[config.mk]
export PLATFORM = sky130hd
export DESIGN_NAME = sop_rr_arbiter
export DESIGN_NICKNAME = d
export VERILOG_FILES = /design/src/rtl/sop_rr_arbiter.sv
export SDC_FILE = /design/constraint.sdc
export NUM_CORES = 1
export LEC_CHECK = 0
export ABC_AREA = 1
export CAP_MARGIN = 20
export CORE_MARGIN = 2
export CORE_UTILIZATION = 30
export CTS_CLUSTER_SIZE = 14
export DETAILED_ROUTE_END_ITERATION = 16
export HOLD_SLACK_MARGIN = 0.02
export PLACE_DENSITY = 0.85
export SLEW_MARGIN = 20
export SYNTH_ARGS = -nofsm -noshare
export SYNTH_HDL_FRONTEND = slang
export SYNTH_SLANG_ARGS = --single-unit
[constraint.sdc]
create_clock -name clk -period 1.8 [get_ports clk]
set_clock_uncertainty 0.05 [all_clocks]
set_input_delay 0.18 -clock clk [delete_from_list [all_inputs] [get_ports clk]]
set_output_delay 0.18 -clock clk [all_outputs]
set_load 0.005 [all_outputs]
[src/rtl/sop_rr_arbiter.sv]
// sop_rr_arbiter
//   Shares one registered sum-of-products unit among N_REQ requesters with
//   round-robin arbitration. For the granted requester's 10-bit operand slice
//   (bits [0..5] = a..f, [6..9] = g..j) the unit produces
//      y[0] = (a&b&c) | (d&e&f)
//      y[1] = (g&h)   | (i&j)
//   and loads it, with the requester index, into a single result register
//   drained through a valid/ready handshake (one evaluation per cycle).
//
// Ports
//   clk        : system clock, all state on the rising edge
//   reset      : synchronous active-high reset
//   req        : one request bit per requester, held until granted
//   req_data   : operand slices, slice k = req_data[10k+9:10k]
//   gnt        : one-hot combinational grant
//   resp_valid : result register holds a valid result
//   resp_ready : consumer accepts the result this cycle
//   resp_id    : requester index of the held result
//   resp_y     : {y[1], y[0]} of the held result
//   clr_stats  : clears the per-requester grant counters
//   gnt_cnt    : per-requester grant counters, slice k for requester k
//
// Build option
//   SOP_RR_ARBITER_STATS_EN : when defined, builds saturating grant counters.
//   When undefined, gnt_cnt reads 0 and clr_stats is ignored.

module sop_rr_arbiter #(
   parameter int N_REQ = 4,
   parameter int ID_W  = 2,
   parameter int CNT_W = 16
) (
   input  logic                   clk,
   input  logic                   reset,
   input  logic [N_REQ-1:0]       req,
   input  logic [N_REQ*10-1:0]    req_data,
   output logic [N_REQ-1:0]       gnt,
   output logic                   resp_valid,
   input  logic                   resp_ready,
   output logic [ID_W-1:0]        resp_id,
   output logic [1:0]             resp_y,
   input  logic                   clr_stats,
   output logic [N_REQ*CNT_W-1:0] gnt_cnt
);

   typedef enum logic {
      EMPTY = 1'b0,
      FULL  = 1'b1
   } state_t;

   state_t          r_state;
   logic [ID_W-1:0] r_rr_ptr;
   logic [ID_W-1:0] r_resp_id;
   logic [1:0]      r_resp_y;

   logic                 w_slot_free;
   logic [2*N_REQ-1:0]   w_req_dbl;
   logic [2*N_REQ-1:0]   w_req_rot;
   logic                 w_found;
   logic [ID_W-1:0]      w_gnt_id;
   logic                 w_any_gnt;
   logic [9:0]           w_slice [N_REQ];
   logic [9:0]           w_sel;
   logic [1:0]           w_y;

   assign resp_valid  = (r_state == FULL);
   assign resp_id     = r_resp_id;
   assign resp_y      = r_resp_y;
   assign w_slot_free = !resp_valid || resp_ready;

   // Rotating a doubled copy of req puts requester (rr_ptr+1) mod N_REQ at
   // bit 0, so the lowest set bit of the rotated vector is the winner.
   assign w_req_dbl = {req, req};
   assign w_req_rot = w_req_dbl >> (int'(r_rr_ptr) + 1);

   always_comb begin
      w_found  = 1'b0;
      w_gnt_id = '0;
      // Descending scan: the last hit written is the lowest rotated index.
      for (int i = N_REQ - 1; i >= 0; i--) begin
         if (w_req_rot[i]) begin
            w_found  = 1'b1;
            w_gnt_id = ID_W'((int'(r_rr_ptr) + 1 + i) % N_REQ);
         end
      end
   end

   assign w_any_gnt = w_found && w_slot_free && !reset;
   assign gnt       = w_any_gnt ? (N_REQ'(1) << w_gnt_id) : '0;

   generate
      for (genvar gi = 0; gi < N_REQ; gi++) begin : g_slice
         assign w_slice[gi] = req_data[gi*10 +: 10];
      end
   endgenerate

   // Shared combinational SOP unit fed by the granted slice.
   assign w_sel  = w_slice[w_gnt_id];
   assign w_y[0] = (w_sel[0] & w_sel[1] & w_sel[2]) | (w_sel[3] & w_sel[4] & w_sel[5]);
   assign w_y[1] = (w_sel[6] & w_sel[7]) | (w_sel[8] & w_sel[9]);

   always_ff @(posedge clk) begin
      if (reset) begin
         r_state   <= EMPTY;
         r_rr_ptr  <= ID_W'(N_REQ - 1);
         r_resp_id <= '0;
         r_resp_y  <= '0;
      end else begin
         case (r_state)
            EMPTY: begin
               if (w_any_gnt) begin
                  r_state   <= FULL;
                  r_rr_ptr  <= w_gnt_id;
                  r_resp_id <= w_gnt_id;
                  r_resp_y  <= w_y;
               end
            end
            FULL: begin
               // A grant here implies resp_ready, so the reload is a
               // back-to-back transfer and valid stays high.
               if (w_any_gnt) begin
                  r_rr_ptr  <= w_gnt_id;
                  r_resp_id <= w_gnt_id;
                  r_resp_y  <= w_y;
               end else if (resp_ready) begin
                  r_state <= EMPTY;
               end
            end
            default: r_state <= EMPTY;
         endcase
      end
   end

`ifdef SOP_RR_ARBITER_STATS_EN
   generate
      for (genvar gi = 0; gi < N_REQ; gi++) begin : g_cnt
         logic [CNT_W-1:0] r_cnt;
         always_ff @(posedge clk) begin
            if (reset || clr_stats) begin
               r_cnt <= '0;
            end else if (gnt[gi] && (r_cnt != {CNT_W{1'b1}})) begin
               r_cnt <= r_cnt + 1'b1;
            end
         end
         assign gnt_cnt[gi*CNT_W +: CNT_W] = r_cnt;
      end
   endgenerate
`else
   logic w_unused_clr_stats;
   assign w_unused_clr_stats = clr_stats;
   assign gnt_cnt            = '0;
`endif

endmodule

Yosys cells after proc, flatten, opt, wreduce, memory -nomap -nowiden

Index checks and enable logic that the tools add are counted.

Reduce and logical (&&, ||, !) cells: 5
$lt $le $gt $ge: 1
$add $sub $neg: 4
Bitwise gates (word level): 10
Muxes and demuxes: 18
Shift operators: 2

Operators with widths:

| cell                                            | count |
|---|---|
| binary-select mux 10 bit (select 2 bit)         | 1 |
| 2-to-1 mux 10 bit                               | 2 |
| 2-to-1 mux 2 bit                                | 6 |
| right shift 8 x 3 -> 4 bit                      | 1 |
| 2-to-1 mux 1 bit                                | 7 |
| AND 1 bit                                       | 6 |
| adder 2 bit, second input constant              | 2 |
| 2-to-1 mux 4 bit                                | 1 |
| left shift 1 x 2 -> 4 bit, first input constant | 1 |
| adder 2 x 1 -> 3 bit, second input constant     | 1 |
| >= comparator 3 bit, second input constant      | 1 |
| NOT 2 -> 3 bit                                  | 1 |
| adder 2 x 1 -> 2 bit, second input constant     | 1 |
| logical AND 1 bit                               | 2 |
| zero test 1 bit                                 | 2 |
| bitwise OR 1 bit                                | 2 |
| case mux 1 bit (2 select lines)                 | 1 |
| logical OR 1 bit                                | 1 |
| NOT 1 bit                                       | 1 |

Logic and storage cells: 44
Output and inout port bits: 73
Bits of input ports: 48
Bits in registers: 7

Logic depth before layout (Yosys ltp)

Word-level depth: 14
Depth in mapped cells: 14
Mapped depth without buffers: 13

Worst setup path after synthesis

No wires, ideal clock.

Path type: flip-flop to output port
Start: reg r_rr_ptr[0]
End: out gnt[1]
Required time: 1.570 ns
Buffers on the path: 2
Arrival: 1.240 ns
Stages on the path, launching flop included: 11
Setup slack: 0.330 ns
Cells stage by stage: dfxtp_1 > buf_6 > inv_6 > nand2_2 > nand2_2 > nand2_2 > nor2_2 > nor2_2 > buf_6 > nand3_1 > nor2_1

Word-level cells in the longest chain between the ends: 9
Elaborated cells on any way between the ends: 17
Classes of those cells: add/sub: 4; shift: 2; mux: 9; reduce/logical: 2

RTL lines:

| what                           | line | source |
|---|---|---|
| start: declaration             | 51   | `logic [ID_W-1:0] r_rr_ptr;` |
| start signal: assignment       | 104  | `r_rr_ptr <= ID_W'(N_REQ - 1);` |
| start signal: assignment       | 112  | `r_rr_ptr <= w_gnt_id;` |
| start signal: assignment       | 121  | `r_rr_ptr <= w_gnt_id;` |
| adder 2 x 1 -> 3 bit (*)       | 82   | `w_gnt_id = ID_W'((int'(r_rr_ptr) + 1 + i) % N_REQ);` |
| right shift 8 x 3 -> 4 bit     | 73   | `assign w_req_rot = w_req_dbl >> (int'(r_rr_ptr) + 1);` |
| 2-to-1 mux 1 bit (4 in a row)  | 80   | `if (w_req_rot[i]) begin` |
| logical AND 1 bit (2 in a row) | 87   | `assign w_any_gnt = w_found && w_slot_free && !reset;` |
| 2-to-1 mux 4 bit (*)           | 88   | `assign gnt = w_any_gnt ? (N_REQ'(1) << w_gnt_id) : '0;` |
| end: declaration               | 36   | `output logic [N_REQ-1:0] gnt,` |

Mark *: on every way between the ends. The rest lies on a longest branch, timed or not.

Final worst setup path

Start: reg r_rr_ptr[0]
End: out gnt[3]

Same word-level chain as after synthesis.

==> flow_summary.yaml <==
run_status:
  status: "finished, violations left"
  violations: "negative setup slack"
routing:
  drtIter0Drc: 12
  remaining_drc_errors: 0
  dr.pass1.iters: 4
  wl_mm: 3.055
  antenna_left: 0
  vias: 1295
  vias_per_cell: 4.111
  wl_per_cell_um: 9.698
timing:
  hold_slack_ps: 392.2
  finalSetupViolations: 4
  fmax_mhz: 536.3
  fin_ws_ps: -64.68
  rsz0062_at_grt: "true"
  maxSlewViolCount: 0
  fin_crit_sh_pct: 103.6
  final_hold_viol_count: 0
  period_minus_slack_ps: 1865
power:
  power_mw: 2.056
  vdd_drop_max_mv: 0.5460
  p_leak_nw: 1.031
  p_per_area_nw_per_um2: 981.5
critical_path:
  path_delay_family: "buffers and inverters"
  path_buf_inv: 5
  worst-path-stages: 12
  crit_type: "flip-flop to primary output"
  worst_path_most_repeated_cell: "nand3_4"
  cpMaxStageDelayCell: "dfxtp_4"
  crit_path_start_kind: "flip-flop"
  r2r_cells: 14
  cp_max_fo: 5
  r2r_start: "r_rr_ptr[0]"
  worstSetupStartpoint: "r_rr_ptr[0]"
  worst_ep_required_time_ps: 1570
  critical_path_arrival_ps: 1630
  crit_chain: "buf_12 -> inv_12 -> nand2_8 -> nand3_4 -> nand2_4 -> inv_4 -> a21oi_2 -> nand2_2 -> buf_6 -> nand3_4 -> nor2_2 -> buf_2"
  max_stage_delay_ps: 370
  end_kind: "primary output"
floorplan:
  core-area_um2: 3971
  core.rowCount: 23
  die_h_um: 68.10
  io_pins: 121
  start_util_pct: 31.03
  die_w_um: 68.10
  die_area_um2: 4637
clock_tree:
  cts-root-buf: "clkbuf_8"
  clock-sinks: 7
  clk_latency_ps: 230
  clk_path_buf_depth: 2
  numCtsBuffers: 3
  cts.clk_slew.worst_paths_ps: 40
  cts_tree: "done"
  htree_levels: 1
yosys:
  synth_warnings: 0
  synth_top_family_by_area: "buffers and inverters"
  syn_area_um2: 1232
  synth_cells: 181
  synth_adder_area_share_pct: 0
  synth_xor_area_share_pct: 0.7107
  seq_area_frac_synth_pct: 11.37
  syn_avg_cell_area_um2: 6.809
  synth_cell_types: 25
  synthMuxAreaShare_pct: 0
  synthSimpleGateAreaFrac_pct: 35.74
  ys_ff_latch: 7
  synth_compound_area_share_pct: 6.396
final_layout:
  layout.nets: 314
  final.fill_count: 374
  drive_gt1_share_pct: 32.08
  mostFrequentLayoutCell: "conb_1"
  final_cell_mix: "64 x conb_1, 47 x clkdlybuf4s50_1, 23 x buf_4, 22 x nand2_1, 14 x nand3_1"
  synthToLayoutAreaGrowth_pct: 69.95
  layout.area.seq_um2: 147.6
  diodes: 0
  multiInputGateArea_um2: 989.7
place:
  dp_hpwl_mm: 2.343
  portBuffers: 55
  gp_congestion: 0.8127
global_route:
  grt_overflow: 0
  grt_max_degree: 8
  grt_pass1_wl_mm: 4.719
  first_global_vias: 1123
  antenna_found_initial: 0
  grt_use_total_pct: 13.73
hold_path:
  hp-class: "flip-flop to flip-flop"
  worstHoldStart: "resp_y[1]"
  hold_depth: 2
flow_run:
  maxCapViolCount: 0
-- sequential cells by signal (all words and copies together), names as in the netlist --
signal and count:
resp_valid 1, r_rr_ptr 2, resp_id 2, resp_y 2
-- repair_timing --
item,4_1_cts,5_1_grt
setup buffers,10,0
cloned,1,0
pin swaps,14,17
hold buffers,0,0
setup endpoints to repair,4,8
resized for setup,58,18
-- metrics by stage --
stage | instances | worst slack [ps] | util, % | setup TNS, ps | instance area (µm²)
after global placement | 300 | -526.3 | 43.29 | -2008 | 1719
final | 315 | -64.68 | 52.74 | -188.6 | 2095
after detailed placement | 300 | -503.1 | 43.29 | -1958 | 1719
after CTS | 315 | -63.88 | 50.91 | -195.9 | 2022
after global routing | 315 | -159.0 | 52.74 | -771.2 | 2095
after floorplan | 244 | 329.6 | - | 0 | 1469
-- cell families (layout without fill, tap and decap cells) --
family | Yosys count | after routing
compound gates | 11 | 11
xor+xnor | 1 | 1
buf+inv | 80 | 101
flops | 7 | 7
other cells | 1 | 64
simple gates | 81 | 81
-- worst paths after layout --
check	to	slack (ps)
hold reg to reg	resp_y[1]	390
hold / removal	resp_y[1]	390
setup reg to reg	r_rr_ptr[1]	10
setup / recovery	gnt[3]	-60
-- cells in the mapped netlist --
| cell type | count | area [µm²] |
|---|---|---|
| inv_6 | 1 | 8.760 |
| nand3_2 | 4 | 40.04 |
| o21ai_0 | 2 | 10.01 |
| nand2_4 | 3 | 33.78 |
| nand2_1 | 30 | 112.6 |
| xnor2_1 | 1 | 8.760 |
| conb_1 | 1 | 3.750 |
| buf_4 | 64 | 480.5 |
| a21oi_2 | 1 | 8.760 |
| nor2_2 | 2 | 12.51 |
| nor2_1 | 5 | 18.77 |
| inv_2 | 3 | 11.26 |
| nand3_1 | 23 | 115.1 |
| a22o_1 | 4 | 35.03 |
| o21ai_1 | 1 | 5.000 |
| nand4_1 | 3 | 18.77 |
| o211ai_1 | 1 | 7.510 |
| buf_6 | 2 | 22.52 |
| dfxtp_1 | 7 | 140.1 |
| nand2_2 | 9 | 56.30 |
| nor2_4 | 1 | 11.26 |
| a21oi_1 | 1 | 5.000 |
| a22oi_1 | 1 | 7.510 |
| nand4_4 | 1 | 21.27 |
| inv_1 | 10 | 37.54 |
-- power breakdown --
part / internal (mW) / switching (mW)
Sequential: 0.212 / 0.0663
Clock: 0.153 / 0.0718
Combinational: 0.830 / 0.722
Total: 1.20 / 0.860
-- worst reg2reg max path, cell delays in order, from the launching register on --
cell     delay [ps]
dfxtp_4         360
buf_12          140
inv_12           80
nand2_8          60
nand3_2          70
nand3_2          70
nand2_1          70
nand2_1          60
nand2_2          90
nand2_4          70
buf_4           130
buf_4           120
buf_4           110
buf_4           130
a22oi_2         100
-- final cells by class --
class	instances	area share (%)
Multi-Input combinational cell	157	47.25
Clock buffer	4	2.151
Tap cell	50	2.987
Inverter	14	3.345
Timing Repair Buffer	83	37.22
Sequential cell	7	7.049
-- layer usage --
metal / vias to the layer above / track usage [%] / part of all wire [%]
met1: 578 / 13.28 / 31
met5: - / 0 / 0
met2: 85 / 26.21 / 56
li1: 620 / - / -
met3: 12 / 2.138 / 8.6
met4: 0 / 9.500 / 4.3
(Power assumes the default switching activity.)
